### src/rtl/spi_cmd_controller.sv
// Command sequencer behind spi_slave: decodes CMD/LEN/data frames from the SPI RX FIFO into
// register-bank accesses. Define SPI_CMD_TIMEOUT_EN to enable the inter-byte frame timeout.
module spi_cmd_controller #(
    parameter int unsigned ADDR_W         = 6,
    parameter int unsigned TIMEOUT_CYCLES = 2700000
) (
    input  logic              clock,
    input  logic              reset,
    input  logic [7:0]        rx_fifo_data,
    input  logic              rx_fifo_empty,
    output logic              rx_fifo_read_en,
    output logic [ADDR_W-1:0] reg_addr,
    output logic [7:0]        reg_wdata,
    output logic              reg_wr_en,
    output logic              reg_rd_en,
    input  logic [7:0]        reg_rdata,
    output logic [7:0]        tx_data,
    output logic              tx_valid,
    input  logic              tx_ready,
    output logic              busy,
    output logic              frame_done,
    output logic              frame_err
);

    typedef enum logic [3:0] {
        StIdle,
        StCmdWait,
        StLenFetch,
        StLenWait,
        StWrFetch,
        StWrWait,
        StRdIssue,
        StRdCapture,
        StRdPush,
        StDone
    } state_e;

    state_e            state_q, state_d;
    logic              is_write_q, is_write_d;
    logic              auto_inc_q, auto_inc_d;
    logic [ADDR_W-1:0] addr_q, addr_d;
    logic [7:0]        count_q, count_d;
    logic [7:0]        wdata_q, wdata_d;
    logic              wr_en_q, wr_en_d;
    logic [7:0]        tx_data_q, tx_data_d;
    logic              tx_valid_q, tx_valid_d;

    logic pop;
    logic rd_strobe;
    logic tx_accept;
    logic timeout;

    assign tx_accept = tx_valid_q && tx_ready;

    always_comb begin
        state_d    = state_q;
        is_write_d = is_write_q;
        auto_inc_d = auto_inc_q;
        addr_d     = addr_q;
        count_d    = count_q;
        wdata_d    = wdata_q;
        wr_en_d    = 1'b0;
        tx_data_d  = tx_data_q;
        tx_valid_d = tx_valid_q;
        pop        = 1'b0;
        rd_strobe  = 1'b0;

        case (state_q)
            StIdle: begin
                if (!rx_fifo_empty) begin
                    pop     = 1'b1;
                    state_d = StCmdWait;
                end
            end
            StCmdWait: begin
                is_write_d = rx_fifo_data[7];
                auto_inc_d = rx_fifo_data[6];
                addr_d     = rx_fifo_data[ADDR_W-1:0];
                state_d    = StLenFetch;
            end
            StLenFetch: begin
                if (!rx_fifo_empty) begin
                    pop     = 1'b1;
                    state_d = StLenWait;
                end
            end
            StLenWait: begin
                count_d = rx_fifo_data;
                if (rx_fifo_data == 8'd0) begin
                    state_d = StDone;
                end else if (is_write_q) begin
                    state_d = StWrFetch;
                end else begin
                    state_d = StRdIssue;
                end
            end
            StWrFetch: begin
                if (!rx_fifo_empty) begin
                    pop     = 1'b1;
                    state_d = StWrWait;
                end
            end
            StWrWait: begin
                wdata_d = rx_fifo_data;
                wr_en_d = 1'b1;
                count_d = count_q - 8'd1;
                state_d = (count_q == 8'd1) ? StDone : StWrFetch;
            end
            StRdIssue: begin
                rd_strobe = 1'b1;
                state_d   = StRdCapture;
            end
            StRdCapture: begin
                tx_data_d  = reg_rdata;
                tx_valid_d = 1'b1;
                state_d    = StRdPush;
            end
            StRdPush: begin
                if (tx_accept) begin
                    tx_valid_d = 1'b0;
                    count_d    = count_q - 8'd1;
                    state_d    = (count_q == 8'd1) ? StDone : StRdIssue;
                end
            end
            StDone: begin
                state_d = StIdle;
            end
            default: begin
                state_d = StIdle;
            end
        endcase

        // Step the address in the cycle the access strobe is on the bus, so the strobe sees
        // the pre-increment address. A write strobe never coincides with StCmdWait.
        if ((wr_en_q || rd_strobe) && auto_inc_q) begin
            addr_d = addr_q + ADDR_W'(1);
        end

        if (timeout) begin
            state_d    = StIdle;
            tx_valid_d = 1'b0;
            wr_en_d    = 1'b0;
        end
    end

`ifdef SPI_CMD_TIMEOUT_EN
    localparam int unsigned TimerW = $clog2(TIMEOUT_CYCLES + 1);

    logic [TimerW-1:0] timer_q, timer_d;
    logic              waiting;

    assign waiting = ((state_q == StLenFetch || state_q == StWrFetch) && rx_fifo_empty) ||
                     ((state_q == StRdPush) && !tx_ready);

    // Counts clocks since the last pop or tx handshake; it can only expire while stalled.
    always_comb begin
        timer_d = timer_q;
        if (state_q == StIdle || pop || tx_accept) begin
            timer_d = '0;
        end else if (state_q != StDone) begin
            timer_d = timer_q + TimerW'(1);
        end
    end

    assign timeout = waiting && (timer_q >= TimerW'(TIMEOUT_CYCLES - 1));

    always_ff @(posedge clock) begin
        if (reset) begin
            timer_q <= '0;
        end else begin
            timer_q <= timer_d;
        end
    end
`else
    assign timeout = 1'b0;
`endif

    always_ff @(posedge clock) begin
        if (reset) begin
            state_q    <= StIdle;
            is_write_q <= 1'b0;
            auto_inc_q <= 1'b0;
            addr_q     <= '0;
            count_q    <= 8'd0;
            wdata_q    <= 8'd0;
            wr_en_q    <= 1'b0;
            tx_data_q  <= 8'd0;
            tx_valid_q <= 1'b0;
        end else begin
            state_q    <= state_d;
            is_write_q <= is_write_d;
            auto_inc_q <= auto_inc_d;
            addr_q     <= addr_d;
            count_q    <= count_d;
            wdata_q    <= wdata_d;
            wr_en_q    <= wr_en_d;
            tx_data_q  <= tx_data_d;
            tx_valid_q <= tx_valid_d;
        end
    end

    // Strobes and tx_valid are masked by reset so nothing fires in the reset cycle itself.
    assign rx_fifo_read_en = pop && !reset;
    assign reg_rd_en       = rd_strobe && !reset;
    assign reg_wr_en       = wr_en_q && !reset;
    assign tx_valid        = tx_valid_q && !reset;
    assign frame_done      = (state_q == StDone) && !reset;
    assign frame_err       = timeout && !reset;
    assign reg_addr        = addr_q;
    assign reg_wdata       = wdata_q;
    assign tx_data         = tx_data_q;
    assign busy            = (state_q != StIdle);

endmodule

### config.mk
export PLATFORM = sky130hd
export DESIGN_NAME = spi_cmd_controller
export DESIGN_NICKNAME = d
export VERILOG_FILES = /design/src/rtl/spi_cmd_controller.sv
export SDC_FILE = /design/constraint.sdc
export NUM_CORES = 1
export LEC_CHECK = 0
export ABC_CLOCK_PERIOD_IN_PS = 4000
export CAP_MARGIN = 0
export CORE_AREA = 5 5 66 68
export DETAILED_ROUTE_END_ITERATION = 8
export DIE_AREA = 0 0 71 73
export DONT_BUFFER_PORTS = 1
export GPL_ROUTABILITY_DRIVEN = 1
export PLACE_DENSITY = 0.72
export SLEW_MARGIN = 20
export SYNTH_ARGS = -nofsm -noshare
export SYNTH_HDL_FRONTEND = slang
export SYNTH_SLANG_ARGS = --single-unit
### constraint.sdc
create_clock -name clock -period 4 [get_ports clock]
set_input_delay 0.6 -clock clock [delete_from_list [all_inputs] [get_ports clock]]
set_output_delay 0.6 -clock clock [all_outputs]
set_load 0.05 [all_outputs]
==> run_results.csv <==
group,metric,value,unit
synth,synthCells,258,
placement,placed_cells,294,
detailed_routing,drc,0,
clock_tree,postCtsSetupBuffers,0,
synth,syn_area,2083,um2
final_layout,nNetsFinal,274,
placement,port_buffers,0,
timing,rsz0062_at_grt,"no",
final_layout,final_util,58.73,%
final_layout,area_growth,7.087,%
die,die_y,73,um
synth,synthTopCellsByArea,"dfxtp_1 37%, nand2_1 8.8%, a21oi_1 8.4%",
synth,synth_cell_types,62,
timing,skew,0.01467,ns
power_and_ir_drop,pwr-share-clk,43.9,%
detailed_routing,firstDrtPassIters,4,
critical_path,path_max_fanout,19,
critical_path,cp_slowest_cell,"nand4bb_1",
final_layout,fillers,367,
die,pin_count,49,
synth,avgSynthCellArea,8.075,um2
critical_path,startpoint_type,"register",
synth,yosysSeqAreaShare,36.52,%
power_and_ir_drop,p_switching,0.0002337,W
final_layout,drive_gt1_share,11.11,%
critical_path,path_cells,"nand4bb_1 -> nand2_2 -> a41oi_1 -> o32ai_2",
timing,period_minus_slack,2.268,ns
timing,hold_violations,0,
clock_tree,htreeDepth,2,
detailed_routing,ant_nets,0,
die,die_area,5183,um2
timing,worstMarginPinSlew,0.9546,ns
die,start_util,54.84,%
die,die_w,71,um
detailed_routing,wl_per_cell,17.02,um
synth,yosys.area.top_type,"dfxtp_1",
worst_hold_path,hp-class,"in2reg",
global_routing,grt_overflow_total,0,
clock_tree,cts_tree,"yes",
global_routing,grt_pass1_vias,1677,
critical_path,reg2reg_slack,1.73,ns
die,rows,23,
timing,fmax,441.0,MHz
detailed_routing,drt_wl_total,5139,um
power_and_ir_drop,ir_worst_vdd,0.3041,mV
run_status,outcome,"finished, final reports clean",
clock_tree,cts.sinks,38,
detailed_routing,vias,1818,
final_layout,n_antenna_cell,0,
synth,synth_top_area_share,36.52,%
critical_path,setup.worst_path.class,"reg2reg",
clock_tree,postCtsHoldBufs,0,
timing,slew_headroom,36.23,%
critical_path,worstPathArrival,2.49,ns
global_routing,grt_usage,20.87,%
global_routing,antenna_found_initial,0,
critical_path,max_stage_delay,0.71,ns
clock_tree,clk_pin_slew,0.09,ns
detailed_routing,via_per_inst,6.020,
critical_path,crit_required,4.22,ns
die,core,3799,um2
critical_path,critPathBufInv,0,
synth,synth_warnings,0,
flow_run,maxCapViolCount,0,
power_and_ir_drop,cell_internal_pwr,0.0006706,W
clock_tree,cts_buffer_depth,2,
timing,fin_tns_setup,0,ns
clock_tree,root_buffer,"clkbuf_8",
power_and_ir_drop,power_frac_comb,9.1,%
placement,dp_hpwl,3602,um
detailed_routing,drt_iter0_markers,209,
timing,finalMaxSlewViolations,0,
synth,synth_edf_count,0,
synth,ys_ff_latch,38,
final_layout,fin_cells,302,
synth,synthArstFlopShare,0,%
power_and_ir_drop,p_leak,0.7225,nW
placement,place.gp.congestion,0.8607,
critical_path,cp_top_family,"simple AND/OR/NAND/NOR gates",
clock_tree,cts-buffers-inserted,5,
global_routing,grt_first_pass_wirelength,8549,um
clock_tree,clkLatencyLatePin,0.31,ns
timing,fin_crit_sh,56.69,%
clock_tree,post_cts_resized,0,
global_routing,grt_max_degree,46,
synth,synthesis.nets,281,
power_and_ir_drop,switching_share,25.84,%
power_and_ir_drop,powerDensity,405.4,nW/um2
critical_path,endpoint_kind,"register",
timing,holdWs,0.3498,ns
synth,synth_flop_cell,"dfxtp_1",
power_and_ir_drop,pwr-share-seq,47.0,%
timing,setup_viol,0,
## flip-flops by register name, indices dropped and copies added, names as in the netlist
signal,flops
auto_inc_q,1
count_q,8
is_write_q,1
reg_addr,6
reg_wdata,8
state_q,4
tx_data,8
tx_valid_q,1
wr_en_q,1
## synth_stat cells, types with 3 or more instances
cell      number
clkbuf_1       9
nand3_1        5
a311oi_1       3
o21ai_1        7
nor2_1        12
a211oi_1       4
nor3_1         9
and3_1         4
inv_1         10
nor4_1         3
a221oi_1       3
ha_1           3
buf_2          4
nand2_1       49
nand2b_1       5
dfxtp_1       38
a21oi_1       35
## layout make-up
cell class                 count  area [um2]  share of cell area [%]
clock inverter                 3       68.82                   3.085
clock buffer                   5       68.82                   3.085
timing repair buffer           3       22.52                   1.010
inverter                      10       37.54                   1.683
multi-input combinational    193        1210                   54.23
tap                           50       62.56                   2.804
sequential                    38       760.7                   34.10
## metal layers
metal  share of wire (%)  global-route usage (%)
met1                  45                   26.30
met3                 7.3                   8.127
met5                   0                       0
met4                 2.6                   7.724
met2                  45                   32.44
## power by group through the flow
stage / clock network, W / registers, W / logic (W)
after floorplan: 0 / 0.000424 / 0.0000837
after global placement: 0 / 0.000433 / 0.0000811
after detailed placement: 0 / 0.000433 / 0.0000816
after CTS: 0.000401 / 0.000425 / 0.0000821
after global routing: 0.000417 / 0.000427 / 0.0000912
final: 0.000397 / 0.000425 / 0.0000824
## placed cells by master (no fill, tap or decap), drive strengths merged, types with 3 or more instances in the layout
cell type	count
nand2b	5
o21ai	11
nand3	5
inv	10
a21oi	37
nor3	9
nor4	4
dfxtp	38
ha	3
a211oi	4
clkbuf	5
and3	4
nand2	50
buf	3
a221oi	4
a311oi	3
nor2	12
## metrics by stage
step / power (W) / cell area (um2) / setup WS (ns)
6_report: 0.0009044 / 2231 / 1.732
3_3_place_gp: 0.0005139 / 2093 / 1.831
2_1_floorplan: 0.0005079 / 2083 / 0.7417
5_1_grt: 0.0009352 / 2231 / 1.555
4_1_cts: 0.0009076 / 2231 / 1.739
3_5_place_dp: 0.0005150 / 2093 / 1.757
## kinds of logic (layout without fill, tap and decap cells)
logic type / after synthesis / count (layout) / synth area share [%]
compound gates: 78 / 78 / 26.49
buf+inv: 27 / 21 / 6.006
other cells: 1 / 1 / 0.1800
mux: 3 / 3 / 1.562
simple gates: 106 / 106 / 26.61
flops: 38 / 38 / 36.52
xor+xnor: 2 / 2 / 0.8410
fa+ha+maj: 3 / 3 / 1.802
## final timing paths
| check | from | to | cells past startpoint |
|---|---|---|---|
| max | state_q[2]$_SDFFE_PP0P_ | count_q[6]$_SDFFE_PP0P_ | 4 |
| min | reset | reg_addr[5]$_SDFFE_PP0P_ | 1 |
| max reg2reg | state_q[2]$_SDFFE_PP0P_ | count_q[6]$_SDFFE_PP0P_ | 4 |
| min reg2reg | count_q[1]$_SDFFE_PP0P_ | count_q[1]$_SDFFE_PP0P_ | 2 |
Note: power is estimated with default switching activity, not from simulation.
